==> config.mk <==
export PLATFORM = sky130hd
export DESIGN_NAME = sca_exec_window_ctrl_flat
export DESIGN_NICKNAME = d
export VERILOG_FILES = /design/src/rtl/sca_exec_window_ctrl_if.sv /design/src/rtl/sca_exec_window_ctrl.sv /design/src/flat_wrapper.sv
export SDC_FILE = /design/constraint.sdc
export NUM_CORES = 1
export LEC_CHECK = 0
export ABC_AREA = 0
export BUFFER_PORTS_ARGS = -buffer_cell sky130_fd_sc_hd__buf_4
export CORE_MARGIN = 2
export CORE_UTILIZATION = 45
export DETAILED_ROUTE_END_ITERATION = 16
export PLACE_DENSITY = 0.7
export SYNTH_ARGS = -nofsm -noshare
export SYNTH_HDL_FRONTEND = slang
export SYNTH_SLANG_ARGS = --single-unit
export TNS_END_PERCENT = 10
==> constraint.sdc <==
create_clock -name clk -period 2.1 [get_ports clk]
set_input_delay 0.21 -clock clk [delete_from_list [all_inputs] [get_ports clk]]
set_output_delay 0.21 -clock clk [all_outputs]
set_load 0.05 [all_outputs]
==> src/rtl/sca_exec_window_ctrl_if.sv <==
// Bus bundle between the local-bus interface block, the execution-window
// controller and the polynomial arithmetic unit. The master side is the
// host/unit environment; the slave side is the controller itself.
interface sca_exec_window_ctrl_if #(
  parameter int DATA_W = 24,
  parameter int CNT_W  = 8
);
  // Host request and run configuration
  logic              start;
  logic [CNT_W-1:0]  cfg_delay;
  logic [CNT_W-1:0]  cfg_len;
  logic [CNT_W-1:0]  cfg_gap;
  logic [CNT_W-1:0]  cfg_reps;
  logic [DATA_W-1:0] op_a;
  logic [DATA_W-1:0] op_b;
  // Arithmetic unit return path
  logic              dut_valid;
  logic [DATA_W-1:0] dut_o0;
  // Controller outputs
  logic              dut_enable;
  logic [DATA_W-1:0] dut_a;
  logic [DATA_W-1:0] dut_b;
  logic              trig;
  logic              busy;
  logic              done;
  logic [DATA_W-1:0] result;
  logic              result_vld;
  logic [CNT_W-1:0]  valid_cnt;
  logic              overrun;

  modport master (
    output start, cfg_delay, cfg_len, cfg_gap, cfg_reps, op_a, op_b,
    output dut_valid, dut_o0,
    input  dut_enable, dut_a, dut_b, trig, busy, done,
    input  result, result_vld, valid_cnt, overrun
  );

  modport slave (
    input  start, cfg_delay, cfg_len, cfg_gap, cfg_reps, op_a, op_b,
    input  dut_valid, dut_o0,
    output dut_enable, dut_a, dut_b, trig, busy, done,
    output result, result_vld, valid_cnt, overrun
  );
endinterface

==> src/rtl/sca_exec_window_ctrl.sv <==
// Programmable execution-window sequencer for side-channel measurement:
// start -> delay -> N enable windows separated by gaps -> done pulse.
// Operands are frozen per run, a scope trigger is generated and unit
// results are captured while the run is in progress.
module sca_exec_window_ctrl #(
  parameter int DATA_W   = 24,
  parameter int CNT_W    = 8,
  parameter int TRIG_ALL = 0
) (
  input  logic                  clk,
  input  logic                  rst_n,
  sca_exec_window_ctrl_if.slave bus
);

  typedef enum logic [2:0] {
    IDLE   = 3'd0,
    DELAY  = 3'd1,
    ACTIVE = 3'd2,
    GAP    = 3'd3,
    DONE   = 3'd4
  } state_t;

  localparam logic [CNT_W-1:0] CNT_ZERO  = {CNT_W{1'b0}};
  localparam logic [CNT_W-1:0] CNT_ONE   = {{(CNT_W-1){1'b0}}, 1'b1};
  localparam logic [CNT_W-1:0] CNT_MAX   = {CNT_W{1'b1}};
  localparam logic             TRIG_EVERY = (TRIG_ALL != 0);

  // A zero length or repetition count means "one".
  function automatic logic [CNT_W-1:0] at_least_one(input logic [CNT_W-1:0] v);
    at_least_one = (v == CNT_ZERO) ? CNT_ONE : v;
  endfunction

  state_t            state_r;
  logic [CNT_W-1:0]  cnt_r;        // cycles left in current state, minus one
  logic [CNT_W-1:0]  reps_r;       // windows left including the current one
  logic [CNT_W-1:0]  len_r;
  logic [CNT_W-1:0]  gap_r;
  logic              first_win_r;  // high until window 0 has ended
  logic              dut_enable_r;
  logic [DATA_W-1:0] dut_a_r;
  logic [DATA_W-1:0] dut_b_r;
  logic              trig_r;
  logic              busy_r;
  logic              done_r;
  logic [DATA_W-1:0] result_r;
  logic              result_vld_r;
  logic [CNT_W-1:0]  valid_cnt_r;
  logic              overrun_r;

  logic [CNT_W-1:0]  len_in_s;
  logic [CNT_W-1:0]  reps_in_s;

  // Configuration values as they will be latched on an accepted start
  always_comb begin
    len_in_s  = at_least_one(bus.cfg_len);
    reps_in_s = at_least_one(bus.cfg_reps);
  end

  // Run sequencer with registered outputs and result capture
  always_ff @(posedge clk or negedge rst_n) begin
    if (!rst_n) begin
      state_r      <= IDLE;
      cnt_r        <= CNT_ZERO;
      reps_r       <= CNT_ZERO;
      len_r        <= CNT_ZERO;
      gap_r        <= CNT_ZERO;
      first_win_r  <= 1'b0;
      dut_enable_r <= 1'b0;
      dut_a_r      <= {DATA_W{1'b0}};
      dut_b_r      <= {DATA_W{1'b0}};
      trig_r       <= 1'b0;
      busy_r       <= 1'b0;
      done_r       <= 1'b0;
      result_r     <= {DATA_W{1'b0}};
      result_vld_r <= 1'b0;
      valid_cnt_r  <= CNT_ZERO;
      overrun_r    <= 1'b0;
    end else begin
      // Outputs follow the state one cycle later.
      dut_enable_r <= (state_r == ACTIVE);
      trig_r       <= (state_r == ACTIVE) && (TRIG_EVERY || first_win_r);
      busy_r       <= (state_r != IDLE);
      done_r       <= (state_r == DONE);

      // Capture is gated by the visible busy flag, so the DONE cycle is
      // the last one in which a unit result is taken.
      result_vld_r <= 1'b0;
      if (bus.dut_valid && busy_r) begin
        result_r     <= bus.dut_o0;
        result_vld_r <= 1'b1;
        if (valid_cnt_r != CNT_MAX) begin
          valid_cnt_r <= valid_cnt_r + CNT_ONE;
        end else begin
          valid_cnt_r <= valid_cnt_r;
        end
      end else begin
        result_r <= result_r;
      end

      if (bus.start && (state_r != IDLE)) begin
        overrun_r <= 1'b1;
      end else begin
        overrun_r <= overrun_r;
      end

      case (state_r)
        IDLE: begin
          if (bus.start) begin
            len_r       <= len_in_s;
            gap_r       <= bus.cfg_gap;
            reps_r      <= reps_in_s;
            dut_a_r     <= bus.op_a;
            dut_b_r     <= bus.op_b;
            first_win_r <= 1'b1;
            valid_cnt_r <= CNT_ZERO;
            overrun_r   <= 1'b0;
            if (bus.cfg_delay != CNT_ZERO) begin
              state_r <= DELAY;
              cnt_r   <= bus.cfg_delay - CNT_ONE;
            end else begin
              state_r <= ACTIVE;
              cnt_r   <= len_in_s - CNT_ONE;
            end
          end else begin
            state_r <= IDLE;
          end
        end
        DELAY: begin
          if (cnt_r == CNT_ZERO) begin
            state_r <= ACTIVE;
            cnt_r   <= len_r - CNT_ONE;
          end else begin
            cnt_r <= cnt_r - CNT_ONE;
          end
        end
        ACTIVE: begin
          if (cnt_r == CNT_ZERO) begin
            first_win_r <= 1'b0;
            if (reps_r > CNT_ONE) begin
              reps_r <= reps_r - CNT_ONE;
              if (gap_r != CNT_ZERO) begin
                state_r <= GAP;
                cnt_r   <= gap_r - CNT_ONE;
              end else begin
                state_r <= ACTIVE;
                cnt_r   <= len_r - CNT_ONE;
              end
            end else begin
              state_r <= DONE;
            end
          end else begin
            cnt_r <= cnt_r - CNT_ONE;
          end
        end
        GAP: begin
          if (cnt_r == CNT_ZERO) begin
            state_r <= ACTIVE;
            cnt_r   <= len_r - CNT_ONE;
          end else begin
            cnt_r <= cnt_r - CNT_ONE;
          end
        end
        DONE: begin
          state_r <= IDLE;
        end
        default: begin
          state_r <= IDLE;
        end
      endcase
    end
  end

  assign bus.dut_enable = dut_enable_r;
  assign bus.dut_a      = dut_a_r;
  assign bus.dut_b      = dut_b_r;
  assign bus.trig       = trig_r;
  assign bus.busy       = busy_r;
  assign bus.done       = done_r;
  assign bus.result     = result_r;
  assign bus.result_vld = result_vld_r;
  assign bus.valid_cnt  = valid_cnt_r;
  assign bus.overrun    = overrun_r;

endmodule

==> src/flat_wrapper.sv <==
// flat-port wrapper written by rule: the top's interface ports become plain ports
module sca_exec_window_ctrl_flat 
#(
  parameter int DATA_W   = 24,
  parameter int CNT_W    = 8,
  parameter int TRIG_ALL = 0
)
  (clk, rst_n, bus_start, bus_cfg_delay, bus_cfg_len, bus_cfg_gap, bus_cfg_reps, bus_op_a, bus_op_b, bus_dut_valid, bus_dut_o0, bus_dut_enable, bus_dut_a, bus_dut_b, bus_trig, bus_busy, bus_done, bus_result, bus_result_vld, bus_valid_cnt, bus_overrun);
  sca_exec_window_ctrl_if #(.DATA_W(DATA_W), .CNT_W(CNT_W)) bus_i ();
  input  logic clk;
  input  logic rst_n;
  input wire logic [$bits(bus_i.start)-1:0] bus_start;
  input wire logic [$bits(bus_i.cfg_delay)-1:0] bus_cfg_delay;
  input wire logic [$bits(bus_i.cfg_len)-1:0] bus_cfg_len;
  input wire logic [$bits(bus_i.cfg_gap)-1:0] bus_cfg_gap;
  input wire logic [$bits(bus_i.cfg_reps)-1:0] bus_cfg_reps;
  input wire logic [$bits(bus_i.op_a)-1:0] bus_op_a;
  input wire logic [$bits(bus_i.op_b)-1:0] bus_op_b;
  input wire logic [$bits(bus_i.dut_valid)-1:0] bus_dut_valid;
  input wire logic [$bits(bus_i.dut_o0)-1:0] bus_dut_o0;
  output wire logic [$bits(bus_i.dut_enable)-1:0] bus_dut_enable;
  output wire logic [$bits(bus_i.dut_a)-1:0] bus_dut_a;
  output wire logic [$bits(bus_i.dut_b)-1:0] bus_dut_b;
  output wire logic [$bits(bus_i.trig)-1:0] bus_trig;
  output wire logic [$bits(bus_i.busy)-1:0] bus_busy;
  output wire logic [$bits(bus_i.done)-1:0] bus_done;
  output wire logic [$bits(bus_i.result)-1:0] bus_result;
  output wire logic [$bits(bus_i.result_vld)-1:0] bus_result_vld;
  output wire logic [$bits(bus_i.valid_cnt)-1:0] bus_valid_cnt;
  output wire logic [$bits(bus_i.overrun)-1:0] bus_overrun;
  assign bus_i.start = bus_start;
  assign bus_i.cfg_delay = bus_cfg_delay;
  assign bus_i.cfg_len = bus_cfg_len;
  assign bus_i.cfg_gap = bus_cfg_gap;
  assign bus_i.cfg_reps = bus_cfg_reps;
  assign bus_i.op_a = bus_op_a;
  assign bus_i.op_b = bus_op_b;
  assign bus_i.dut_valid = bus_dut_valid;
  assign bus_i.dut_o0 = bus_dut_o0;
  assign bus_dut_enable = bus_i.dut_enable;
  assign bus_dut_a = bus_i.dut_a;
  assign bus_dut_b = bus_i.dut_b;
  assign bus_trig = bus_i.trig;
  assign bus_busy = bus_i.busy;
  assign bus_done = bus_i.done;
  assign bus_result = bus_i.result;
  assign bus_result_vld = bus_i.result_vld;
  assign bus_valid_cnt = bus_i.valid_cnt;
  assign bus_overrun = bus_i.overrun;
  sca_exec_window_ctrl #(.DATA_W(DATA_W), .CNT_W(CNT_W), .TRIG_ALL(TRIG_ALL)) u_core (.clk(clk), .rst_n(rst_n), .bus(bus_i));
endmodule
==> run summary, run 1 <==
DIE
-------------------------------------------------------------------------------------------
Horizontal die dimension .....................................................       119 µm
I/O pin count ................................................................          194
Die H ........................................................................       119 µm
Floorplan die area ...........................................................   14,200 µm²
Row Count ....................................................................           42
Initial core utilization .....................................................        45.4%
Core region area .............................................................   13,100 µm²

PLACEMENT
-------------------------------------------------------------------------------------------
HPWL Detailed ................................................................    11,700 µm
Pre-CTS setup slack ..........................................................   -0.0467 ns
Input/output buffers .........................................................          193
Final estimated routing congestion in global placement .......................        0.864
Placed instance count ........................................................          904

SETUP PATH
-------------------------------------------------------------------------------------------
Crit. End Element ............................................................         flop
Maximum fanout along the worst path ..........................................            3
WS Path Type .................................................................      reg2reg
Kind of start point of the critical path .....................................         flop
CP Data Arrival Time .........................................................      2.36 ns
Required time of the critical path ...........................................      2.43 ns

STA
-------------------------------------------------------------------------------------------
Max-Slew Margin vs Limit .....................................................        66.4%
Setup repair after global routing missed its margin ..........................         true
Total count of max-transition violations in the final report .................            0
Slew of the pin with the lowest slew margin ..................................     0.504 ns
Setup ws final ...............................................................    0.0680 ns
FMAX .........................................................................      492 MHz
Tcrit/Tclk final .............................................................        96.8%
Worst-case clock skew ........................................................   0.00879 ns
Endpoints failing setup ......................................................            0
Time the worst path needs with I/O delays and setup ..........................      2.03 ns
Final-layout worst hold slack ................................................    0.0124 ns
Final-report hold violation count ............................................            0

POWER
-------------------------------------------------------------------------------------------
Power per cell area ..........................................................   921 nW/µm²
Portion of total power attributed to sequential cells ........................        36.7%
Switching power total ........................................................      2.62 mW
Worst IR drop on VDD .........................................................     0.874 mV
Switching share of power .....................................................        33.2%
Overall power after layout ...................................................      7.89 mW
Combinational cell fraction of total power ...................................        27.0%
Power Internal ...............................................................      5.27 mW
Clock network fraction of total power ........................................        36.3%
Reported leakage power .......................................................      3.89 nW

LOGIC SYNTHESIS
-------------------------------------------------------------------------------------------
Area of the mapped netlist ...................................................     5950 µm²
Post-Synthesis Net Count .....................................................          627
Prevailing post-synth register cell ..........................................      dfrtp_1
Synth warnings ...............................................................            0
Number of different library cells in the post-synthesis netlist ..............           74
Share of synthesized area occupied by flip-flops and latches .................        51.3%
Number of synthesized register bits ..........................................          122
Number of enable flip-flop cells after synthesis .............................            0
Count of mapped cells out of synthesis .......................................          510
Average cell area after synthesis ............................................     11.7 µm²
Ys async rst share ...........................................................         100%

GLOBAL ROUTING
-------------------------------------------------------------------------------------------
Number of antenna violations at the first check in global routing ............            0
Tot GR Track Use .............................................................        23.0%
Via count of the first global-routing pass ...................................        5,222
Largest net degree at the start of global routing ............................           67
Total congestion overflow ....................................................            0
Wire length of the first global-routing pass .................................    25,900 µm

CLOCK NETWORK
-------------------------------------------------------------------------------------------
Clock-pin transition on the worst setup and hold timing paths ................      0.05 ns
Total CTS buffers ............................................................           17
Clk sinks ....................................................................          122
CTS H-Tree Depth .............................................................            4
Clock tree from TritonCTS ....................................................        built
Clock latency on the worst-skew pair .........................................      0.41 ns
Cell chosen for the clock root ...............................................    clkbuf_16
Maximum root-to-sink buffer count ............................................            2

RUN
-------------------------------------------------------------------------------------------
Max-cap viol count ...........................................................            0

ROUTING
-------------------------------------------------------------------------------------------
Iteration count of the initial detailed-routing pass .........................            5
DRT antenna net count ........................................................            0
Remaining design rule violation count ........................................            0
Aggregate routed wire length .................................................    16,200 µm
Average wire per cell in the routed design ...................................      17.2 µm
Vias per cell ................................................................         5.29
Number of vias after detailed routing ........................................        4,982
Number of design-rule violations left by the first detailed-router iteration .          241

CELLS AND AREA
-------------------------------------------------------------------------------------------
End-of-flow core utilization .................................................        65.5%
Final net count ..............................................................          870
Total inserted antenna cells .................................................            0
Number of non-filler instances in the completed layout .......................          942
Layout-stage area growth over the synthesis result ...........................        44.0%
Filler cells .................................................................          994
Share of layout cells above drive strength 1 .................................        50.4%

HOLD PATH
-------------------------------------------------------------------------------------------
Worst Hold Class .............................................................       in2reg

OUTCOME
-------------------------------------------------------------------------------------------
Run status ................................................................... finished, final reports clean

==> metrics by stage <==
step	TNS [ns]	cell area, µm²
after floorplan	0	5950
after global placement	-0.0492	7870
after detailed placement	-0.0467	7870
after CTS	0	8490
after global routing	-0.0909	8570
final	0	8570
==> Yosys cell counts, drive strengths merged, types with 3 or more instances <==
library cell	instances	share of area [%]
and3	4	0.42
a21oi	25	2.2
or4	5	0.69
clkbuf	4	0.25
or3b	3	0.48
a211oi	3	0.38
o21ai	23	2.1
nand3	8	0.67
o31ai	5	0.63
a31oi	6	0.63
mux2	84	16
inv	15	0.95
or3	10	1.3
a22oi	3	0.38
ha	9	1.9
xor2	7	1.0
nor4b	3	0.69
o22ai	4	0.65
nor2	38	2.4
nor3	19	1.8
or2	4	0.42
dfrtp	122	51
o221ai	3	0.44
nand2	25	1.7
nor3b	4	0.50
nor2b	3	0.32
xnor2	7	1.0
and2	4	0.42
buf	16	1.9
nor4	9	1.3
==> flip-flops by register name, indices dropped and copies added (netlist names), named ones only <==
name                   flops
u_core.bus.busy            1
u_core.bus.done            1
u_core.bus.dut_a          24
u_core.bus.dut_b          24
u_core.bus.dut_enable      1
u_core.bus.result         24
u_core.bus.result_vld      1
u_core.bus.trig            1
u_core.bus.valid_cnt       8
u_core.cnt_r               8
u_core.first_win_r         1
u_core.gap_r               8
u_core.len_r               8
u_core.reps_r              8
u_core.state_r             3
==> cells by family after synthesis <==
| kind of cell | synth area share, % |
|---|---|
| xor gates and xnor gates | 2.06 |
| and+or+nand+nor | 13.9 |
| muxes | 16.2 |
| buffers and inverters | 3.20 |
| AOI/OAI and AO/OA | 11.4 |
| adders and majority gates | 1.89 |
| DFF | 51.3 |
==> critical path: stages (launching register included) <==
cell and delay (ns):
dfrtp_1 0.37, inv_1 0.10, ha_1 0.17, or4b_4 0.50, or4_4 0.45, a21oi_4 0.17, o311ai_1 0.09, o221ai_1 0.09
==> power groups by stage <==
stage | Combinational [mW] | Clock, mW | Sequential, mW
finish | 2.13 | 2.87 | 2.90
global route | 2.26 | 3.01 | 2.94
CTS | 2.12 | 2.90 | 2.89
detailed placement | 2.11 | 0 | 2.92
global placement | 2.07 | 0 | 2.91
floorplan | 0.580 | 0 | 3.64
==> path summary, 6_finish.rpt <==
path                            depth (start not counted)  slack (ns)          startpoint                      end
worst min-delay path                                    2        0.01        bus_op_b[19]     u_core.bus.dut_b[19]
max in group asynchronous                               3        1.15               rst_n  u_core.bus.valid_cnt[2]
min in group asynchronous                               2        0.31               rst_n     u_core.bus.result[0]
worst max-delay path                                    7        0.07     u_core.gap_r[1]          u_core.cnt_r[6]
worst min register to register                          2        0.47  u_core.first_win_r       u_core.first_win_r
worst max register to register                          7        0.07     u_core.gap_r[1]          u_core.cnt_r[6]
==> what timing repair did <==
item,4_1_cts,5_1_grt
pin swaps,0,3
setup endpoints to repair,1,61
resized for setup,1,14
setup buffers,0,1
hold endpoints to repair,36,0
gates cloned,0,1
hold buffers,4,0
==> layout by cell type (no fill, tap or decap), types with 3 or more instances in the layout <==
cell and instances:
a21oi_1 23, or3_4 3, xor2_1 7, inv_1 14
nor4_1 5, nor2_1 38, and3_1 4, a211oi_1 3
nand3_1 8, nor4_2 3, ha_1 9, nor3b_1 3
dfrtp_1 122, dlygate4sd3_1 4, clkinv_4 3, a31oi_1 5
nor3_1 18, clkinv_2 4, or3_1 7, or4_1 3
o21ai_0 13, o21ai_2 3, o31ai_1 5, o21ai_1 7
a22oi_1 3, xnor2_1 7, clkbuf_16 18, and2_1 4
or2_2 4, mux2_2 80, mux2_1 4, buf_4 236
o221ai_1 3, nand2_1 24, o22ai_1 3
==> area by class of cell <==
class                   count  area [µm²]  share of cell area (%)
multi-input cells         352        2760                    32.2
repair buffers            244        1890                    22.0
flip-flops and latches    122        3050                    35.6
clock buffers              21         460                    5.38
well taps                 176         220                    2.57
clock inverters            11         121                    1.42
inverters                  16        62.6                   0.730
==> routing by layer <==
layer	global-route usage, %	share of wire [%]
met2	38.5	50
met3	7.09	6.8
met5	0	0
met1	27.5	41
met4	9.67	1.7
No activity file was read; power rests on OpenSTA's default activity.
==> run 2, diff against run 1 <==
- PLACE_DENSITY: 0.7 -> 0.73
- clock period: 2.1 -> 1.65 ns (I/O delays scaled with it)
==> run 2 against run 1 <==
  * The flow now finishes with violations (setup timing)
  * Critical path depth unchanged
  * Via count up 19%
  * Sequential cell count unchanged
  * Core utilization up 13 points
  * Clock-buffer cell count down 2
  * Non-clock buffer count up 148
  * Register-to-register slack worse by 0.45 ns
  * Global-route usage up 6.6 points
  * Maximum frequency up 0.19%
  * Design area up 20%
  * Die area unchanged
  * Clock power up 33%
  * Critical endpoint unchanged
  * Largest power group is now clock
==> run summary, run 2 (same netlist as run 1, synthesis figures left out) <==
HOLD PATH
-------------------------------------------------------------------------------------------
Worst Hold Class .............................................................       in2reg
Worst Hold Path Cells ........................................................            3   +1
Hold-critical path endpoint .................................................. u_core.gap_r[0]
Worst min-delay path startpoint .............................................. bus_cfg_gap[0]

DIE
-------------------------------------------------------------------------------------------
Die H ........................................................................       119 µm   unchanged
Row Count ....................................................................           42   unchanged
Horizontal die dimension .....................................................       119 µm   unchanged
Core region area .............................................................   13,100 µm²   unchanged
Initial core utilization .....................................................        45.4%   unchanged
Floorplan die area ...........................................................   14,200 µm²   unchanged
I/O pin count ................................................................          194   unchanged

ROUTING
-------------------------------------------------------------------------------------------
Number of vias after detailed routing ........................................        5,934   +19%
Aggregate routed wire length .................................................    21,600 µm   +34%
Remaining design rule violation count ........................................            0   unchanged
Vias per cell ................................................................         5.44   +2.9%
Number of design-rule violations left by the first detailed-router iteration .          417   +73%
DRT antenna net count ........................................................            0   unchanged
Iteration count of the initial detailed-routing pass .........................            5   unchanged
Average wire per cell in the routed design ...................................      19.8 µm   +16%

STA
-------------------------------------------------------------------------------------------
Tcrit/Tclk final .............................................................         123%   +26 points
Final TNS setup ..............................................................    -14.56 ns   -14.56 ns
Setup repair after global routing missed its margin ..........................         true
Worst-case clock skew ........................................................   0.00940 ns   +0.000608 ns
Total count of max-transition violations in the final report .................            0   unchanged
Slew of the pin with the lowest slew margin ..................................     0.406 ns   -0.0981 ns
Setup ws final ...............................................................    -0.378 ns   -0.446 ns
Time the worst path needs with I/O delays and setup ..........................      2.03 ns   -0.00385 ns
FMAX .........................................................................      493 MHz   +0.19%
Max-Slew Margin vs Limit .....................................................        72.3%   +5.8 points
Final-report hold violation count ............................................            0   unchanged
Endpoints failing setup ......................................................           84   +84

POWER
-------------------------------------------------------------------------------------------
Switching share of power .....................................................        33.7%   +0.49 points
Clock network fraction of total power ........................................        34.8%   -1.5 points
Power per cell area ..........................................................  1070 nW/µm²   +16%
Power Internal ...............................................................      7.29 mW   +38%
Switching power total ........................................................      3.70 mW   +41%
Combinational cell fraction of total power ...................................        31.6%   +4.6 points
Worst IR drop on VDD .........................................................     0.766 mV   -12%
Portion of total power attributed to sequential cells ........................        33.7%   -3.0 points
Reported leakage power .......................................................      4.76 nW   +22%

GLOBAL ROUTING
-------------------------------------------------------------------------------------------
Total congestion overflow ....................................................            0   unchanged
Largest net degree at the start of global routing ............................           45   -33%
Via count of the first global-routing pass ...................................        6,303   +21%
Tot GR Track Use .............................................................        29.6%   +6.6 points
Number of antenna violations at the first check in global routing ............            2   +2
Wire length of the first global-routing pass .................................    32,600 µm   +26%

PLACEMENT
-------------------------------------------------------------------------------------------
Input/output buffers .........................................................          193   unchanged
Final estimated routing congestion in global placement .......................        0.881   +1.9%
HPWL Detailed ................................................................    12,900 µm   +11%

SETUP PATH
-------------------------------------------------------------------------------------------
Capture point of the worst reg-to-reg path ................................... u_core.cnt_r[6]
Required time of the critical path ...........................................      1.96 ns   -0.47 ns
Cell with the biggest individual delay on the critical path ..................       or4b_4
CP Data Arrival Time .........................................................      2.34 ns   -0.02 ns
Cells along the critical path ................................................ inv_2 > ha_2 > or4b_4 > or4_4 > a21oi_2 > o311ai_2 > o221ai_1
FF-to-FF Start ............................................................... u_core.gap_r[1]
FF-to-FF path depth ..........................................................            7   unchanged
Critical path's largest stage delay ..........................................      0.48 ns   -0.02 ns
Kind of start point of the critical path .....................................         flop
Setup slack on the worst flop-to-flop path ...................................     -0.38 ns   -0.45 ns
WS Path Type .................................................................      reg2reg
Maximum fanout along the worst path ..........................................            3   unchanged
Crit. End Element ............................................................         flop

CELLS AND AREA
-------------------------------------------------------------------------------------------
Layout-stage area growth over the synthesis result ...........................        73.2%
Leading cell type in the layout, fill and taps excluded ......................        buf_4
Most used cells in the layout excluding fill and tap cells ................... buf_4, dfrtp_1, dlygate4sd3_1
Share of layout cells above drive strength 1 .................................        53.1%   +2.7 points
End-of-flow core utilization .................................................        78.7%   +13 points
Final net count ..............................................................        1,019   +17%

CLOCK NETWORK
-------------------------------------------------------------------------------------------
Clock tree from TritonCTS ....................................................        built
CTS H-Tree Depth .............................................................            4   unchanged
Maximum root-to-sink buffer count ............................................            2   unchanged
Total CTS buffers ............................................................           17   unchanged
Clock latency on the worst-skew pair .........................................      0.42 ns   about the same
Clk sinks ....................................................................          122   unchanged
Clock-pin transition on the worst setup and hold timing paths ................      0.05 ns   about the same
Cell chosen for the clock root ...............................................    clkbuf_16

OUTCOME
-------------------------------------------------------------------------------------------
Violated checks .............................................................. setup timing
Run status ................................................................... finished, violations left

RUN
-------------------------------------------------------------------------------------------
Max-cap viol count ...........................................................            0   unchanged

## run 2: changes by cell type in the layout (fill, tap and decap cells not counted), sizes merged
cell / change
dlygate4sd3: +76
o22ai: +1
clkinv: -3
clkinvlp: +2
buf: +73
bufinv: +1
diode: +1
clkbuf: -3
## run 2: worst max path at each step
| stage | slack, ns | depth (start not counted) | startpoint | to |
|---|---|---|---|---|
| 6_report | -0.38 | 7 | u_core.gap_r[1] | u_core.cnt_r[6] |
| 5_1_grt | -0.46 | 8 | u_core.cnt_r[0] | u_core.cnt_r[6] |
| 4_1_cts | -0.28 | 7 | u_core.gap_r[0] | u_core.cnt_r[6] |
| 3_3_place_gp | -0.30 | 10 | bus_cfg_delay[5] | u_core.cnt_r[4] |
| 2_1_floorplan | -0.32 | 10 | bus_cfg_delay[3] | u_core.cnt_r[4] |
| 3_5_place_dp | -0.38 | 5 | u_core.state_r[1] | u_core.bus.dut_b[13] |
## run 2: routing by layer
layer / global-route usage, % / vias to the layer above / part of all wire, %
li1: - / 2665 / -
met1: 33.9 / 2941 / 38
met2: 51.8 / 274 / 52
met3: 7.57 / 54 / 6.4
met4: 13.6 / 0 / 3.3
met5: 0 / - / 0
## run 2: repair_timing
| item | CTS | global route |
|---|---|---|
| cloned | 3 | 1 |
| gates resized for setup | 63 | 27 |
| buffers inserted | 5 | 5 |
| hold buffers | 80 | 0 |
| pin swaps | 4 | 8 |
| hold endpoints to repair | 179 | 0 |
| setup endpoints to repair | 92 | 91 |
## run 2: cell type report
type,count,area (µm²)
clock buffers,19,443
well taps,176,220
repair buffers,392,3270
clock inverters,11,148
multi-input cells,353,3090
inverters,16,65.1
flip-flops and latches,122,3060
fillers,718,2790
diodes,1,2.50
## run 2: metrics by stage
| stage | hold slack (ns) | total power, mW | std cells | setup WS, ns | cell area, µm² |
|---|---|---|---|---|---|
| 5_1_grt | 0.0207 | 11.3 | 1090 | -0.459 | 10300 |
| 3_5_place_dp | 0.0674 | 6.67 | 966 | -0.378 | 8420 |
| 2_1_floorplan | -0.131 | 5.41 | 510 | -0.317 | 6060 |
| 4_1_cts | 0.000401 | 10.7 | 1084 | -0.281 | 10100 |
| 3_3_place_gp | 0.0666 | 6.58 | 966 | -0.300 | 8420 |
| 6_report | 0.0208 | 11.0 | 1090 | -0.378 | 10300 |
## run 2: critical path: cells and delay by family, from the launching register on
family	cells	cell delay (ns)
compound gates	3	0.38
fa+ha+maj	1	0.17
buf+inv	1	0.08
flops	1	0.39
simple gates	2	0.92
## run 2: power by group through the flow
stage	registers, mW	clock network, mW	logic (mW)
floorplan	4.64	0	0.765
global placement	3.65	0	2.93
detailed placement	3.67	0	3.00
CTS	3.65	3.77	3.31
global route	3.74	3.96	3.62
finish	3.70	3.82	3.47
==> run 3, diff against run 2 <==
--- a/constraint.sdc
+++ b/constraint.sdc
@@ -3,2 +3,2 @@
 set_output_delay 0.165 -clock clk [all_outputs]
-set_load 0.05 [all_outputs]
+set_load 0.01 [all_outputs]
==> run 3 against run 2 <==
  * The flow still finishes with violations (setup timing)
  * Combinational power down 19%
  * Power down 8.2%
  * Sequential power down 1%
  * Global-route usage up 1.1 points
  * Sequential cell count unchanged
  * Die area unchanged
  * Clock power down 5.2%
  * Routed wire length up 1.7%
  * Setup slack better by 0.10 ns
  * Core utilization up 2.0 points
  * Sequential share of layout area down 0.78 points
  * Critical path type unchanged
  * Largest power group is now sequential cells
  * Highest routed layer unchanged
==> run summary, run 3 (same netlist as run 1, synthesis figures left out) <==
OUTCOME
-------------------------------------------------------------------------------------------
Run status ................................................................... finished, violations left
Violated checks .............................................................. setup timing

CELLS AND AREA
-------------------------------------------------------------------------------------------
Filler cells .................................................................          711   -0.97%
Final net count ..............................................................        1,038   +1.9%
Cell area after layout .......................................................   10,600 µm²   +2.6%
Total inserted antenna cells .................................................            0   -1
Area occupied by multi-input gates ...........................................     3140 µm²   +1.5%
Register Area ................................................................     3050 µm²   -0.12%
Layout-stage area growth over the synthesis result ...........................        77.6%
Leading cell type in the layout, fill and taps excluded ......................        buf_4
Most used cells in the layout excluding fill and tap cells ................... buf_4, dfrtp_1, dlygate4sd3_1
Share of layout cells above drive strength 1 .................................        54.6%   +1.5 points

CLOCK NETWORK
-------------------------------------------------------------------------------------------
Clk sinks ....................................................................          122   unchanged
CTS H-Tree Depth .............................................................            4   unchanged
Clock tree from TritonCTS ....................................................        built
Cell chosen for the clock root ...............................................    clkbuf_16
Clock-pin transition on the worst setup and hold timing paths ................      0.05 ns   about the same
Total CTS buffers ............................................................           17   unchanged
Clock latency on the worst-skew pair .........................................      0.42 ns   about the same
Maximum root-to-sink buffer count ............................................            2   unchanged

HOLD PATH
-------------------------------------------------------------------------------------------
Worst Hold Path Cells ........................................................            3   unchanged
Worst Hold Class .............................................................       in2reg

DIE
-------------------------------------------------------------------------------------------
Core region area .............................................................   13,100 µm²   unchanged
Floorplan die area ...........................................................   14,200 µm²   unchanged
I/O pin count ................................................................          194   unchanged
Die H ........................................................................       119 µm   unchanged
Row Count ....................................................................           42   unchanged
Initial core utilization .....................................................        45.4%   unchanged
Horizontal die dimension .....................................................       119 µm   unchanged

ROUTING
-------------------------------------------------------------------------------------------
Average wire per cell in the routed design ...................................      19.8 µm   about the same
Wire length on met1 ..........................................................      8240 µm   about the same
DRT antenna net count ........................................................            0   unchanged
Remaining design rule violation count ........................................            0   unchanged
Number of design-rule violations left by the first detailed-router iteration .          313   -25%
Vias per cell ................................................................         5.42   -0.46%
Met2 WL post-DR ..............................................................    11,400 µm   +1.2%
Metal3 WL ....................................................................      1560 µm   +12%
Number of vias after detailed routing ........................................        6,004   +1.2%
Highest metal layer with signal wires ........................................         met4
Aggregate routed wire length .................................................    22,000 µm   +1.7%
Iteration count of the initial detailed-routing pass .........................            5   unchanged

PLACEMENT
-------------------------------------------------------------------------------------------
Input/output buffers .........................................................          193   unchanged
Cell area after placement ....................................................     8560 µm²   +1.7%
Final estimated routing congestion in global placement .......................        0.908   +3.1%
HPWL Detailed ................................................................    13,100 µm   +1.3%
Pre-CTS setup slack ..........................................................    -0.341 ns   +0.0376 ns

SETUP PATH
-------------------------------------------------------------------------------------------
Maximum fanout along the worst path ..........................................            5   +2
CP Data Arrival Time .........................................................      2.26 ns   -0.08 ns
WS Path Type .................................................................      reg2reg
Crit. End Element ............................................................         flop
Kind of start point of the critical path .....................................         flop
FF-to-FF path depth ..........................................................            9   +2
Required time of the critical path ...........................................      1.98 ns   +0.02 ns

POWER
-------------------------------------------------------------------------------------------
Worst IR drop on VDD .........................................................     0.612 mV   -20%
Overall power after layout ...................................................      10.1 mW   -8.2%
Power per cell area ..........................................................   955 nW/µm²   -10%
Reported leakage power .......................................................      4.91 nW   +3.1%

GLOBAL ROUTING
-------------------------------------------------------------------------------------------
Via count of the first global-routing pass ...................................        6,436   +2.1%
Largest net degree at the start of global routing ............................           49   +8.9%
Tot GR Track Use .............................................................        30.7%   +1.1 points
Number of antenna violations at the first check in global routing ............            0   -2
Total congestion overflow ....................................................            0   unchanged
Wire length of the first global-routing pass .................................    33,600 µm   +3.1%

STA
-------------------------------------------------------------------------------------------
Total count of max-transition violations in the final report .................            0   unchanged
Max-Slew Margin vs Limit .....................................................        67.0%   -5.2 points
Tcrit/Tclk final .............................................................         117%   -6.1 points
Setup repair after global routing missed its margin ..........................         true
Worst-case clock skew ........................................................   0.00754 ns   -0.00186 ns
Endpoints failing setup ......................................................           91   +8.3%
Slew of the pin with the lowest slew margin ..................................     0.482 ns   +0.0763 ns
Setup ws final ...............................................................    -0.278 ns   +0.100 ns
FMAX .........................................................................      519 MHz   +5.2%
Final-report hold violation count ............................................            0   unchanged
Time the worst path needs with I/O delays and setup ..........................      1.93 ns   -0.100 ns

RUN
-------------------------------------------------------------------------------------------
Max-cap viol count ...........................................................            0   unchanged

==> run 3: layout make-up <==
class | count | share of cell area [%]
multi-input cells | 352 | 29.7
repair buffers | 412 | 33.4
clock inverters | 7 | 0.889
flip-flops and latches | 122 | 28.9
well taps | 176 | 2.09
inverters | 16 | 0.616
clock buffers | 23 | 4.43
==> run 3: critical path, cell delays in order, from the launching register on <==
cell      delay, ns
dfrtp_1        0.38
or3b_4         0.43
clkinv_4       0.10
buf_4          0.13
o21ai_4        0.06
buf_4          0.13
buf_4          0.13
o22ai_1        0.21
nand2_1        0.12
a22oi_1        0.15
==> run 3: power breakdown <==
part	leakage (nW)	total (mW)	internal (mW)	switching, mW
combinational	3.18	2.81	1.62	1.19
sequential	1.46	3.65	3.38	0.277
clock	0.269	3.62	2.28	1.34
==> run 3: repair_timing <==
item	in CTS	in global routing
hold buffers	81	0
pin swaps	14	10
hold endpoints to repair	107	0
buffers inserted	11	4
cloned	0	4
setup endpoints to repair	91	92
resized for setup	63	43
==> run 3: layer usage <==
metal,global-route usage [%],vias to the layer above
met5,0,-
met4,14.1,0
met3,7.52,62
met2,54.0,281
met1,35.3,2972
li1,-,2689
==> run 3: path summary, 6_finish.rpt <==
| check | startpoint | endpoint | slack (ns) |
|---|---|---|---|
| setup reg to reg | u_core.state_r[0] | u_core.cnt_r[0] | -0.28 |
| hold / removal | bus_cfg_reps[2] | u_core.reps_r[2] | 0.04 |
| max in group asynchronous | rst_n | u_core.bus.dut_b[3] | 0.78 |
| min in group asynchronous | rst_n | u_core.reps_r[1] | 0.24 |
| setup / recovery | u_core.state_r[0] | u_core.cnt_r[0] | -0.28 |
| hold reg to reg | u_core.first_win_r | u_core.first_win_r | 0.48 |
==> run 3: through the flow <==
stage	TNS [ns]	hold slack, ns	utilization [%]	instances
after detailed placement	-17.86	0.143	65.4	978
after CTS	-14.48	0.0136	78.3	1100
after global routing	-22.66	0.0573	80.7	1108
after global placement	-13.90	0.136	65.4	978
final	-17.25	0.0411	80.7	1108
after floorplan	-13.97	-0.131	-	510
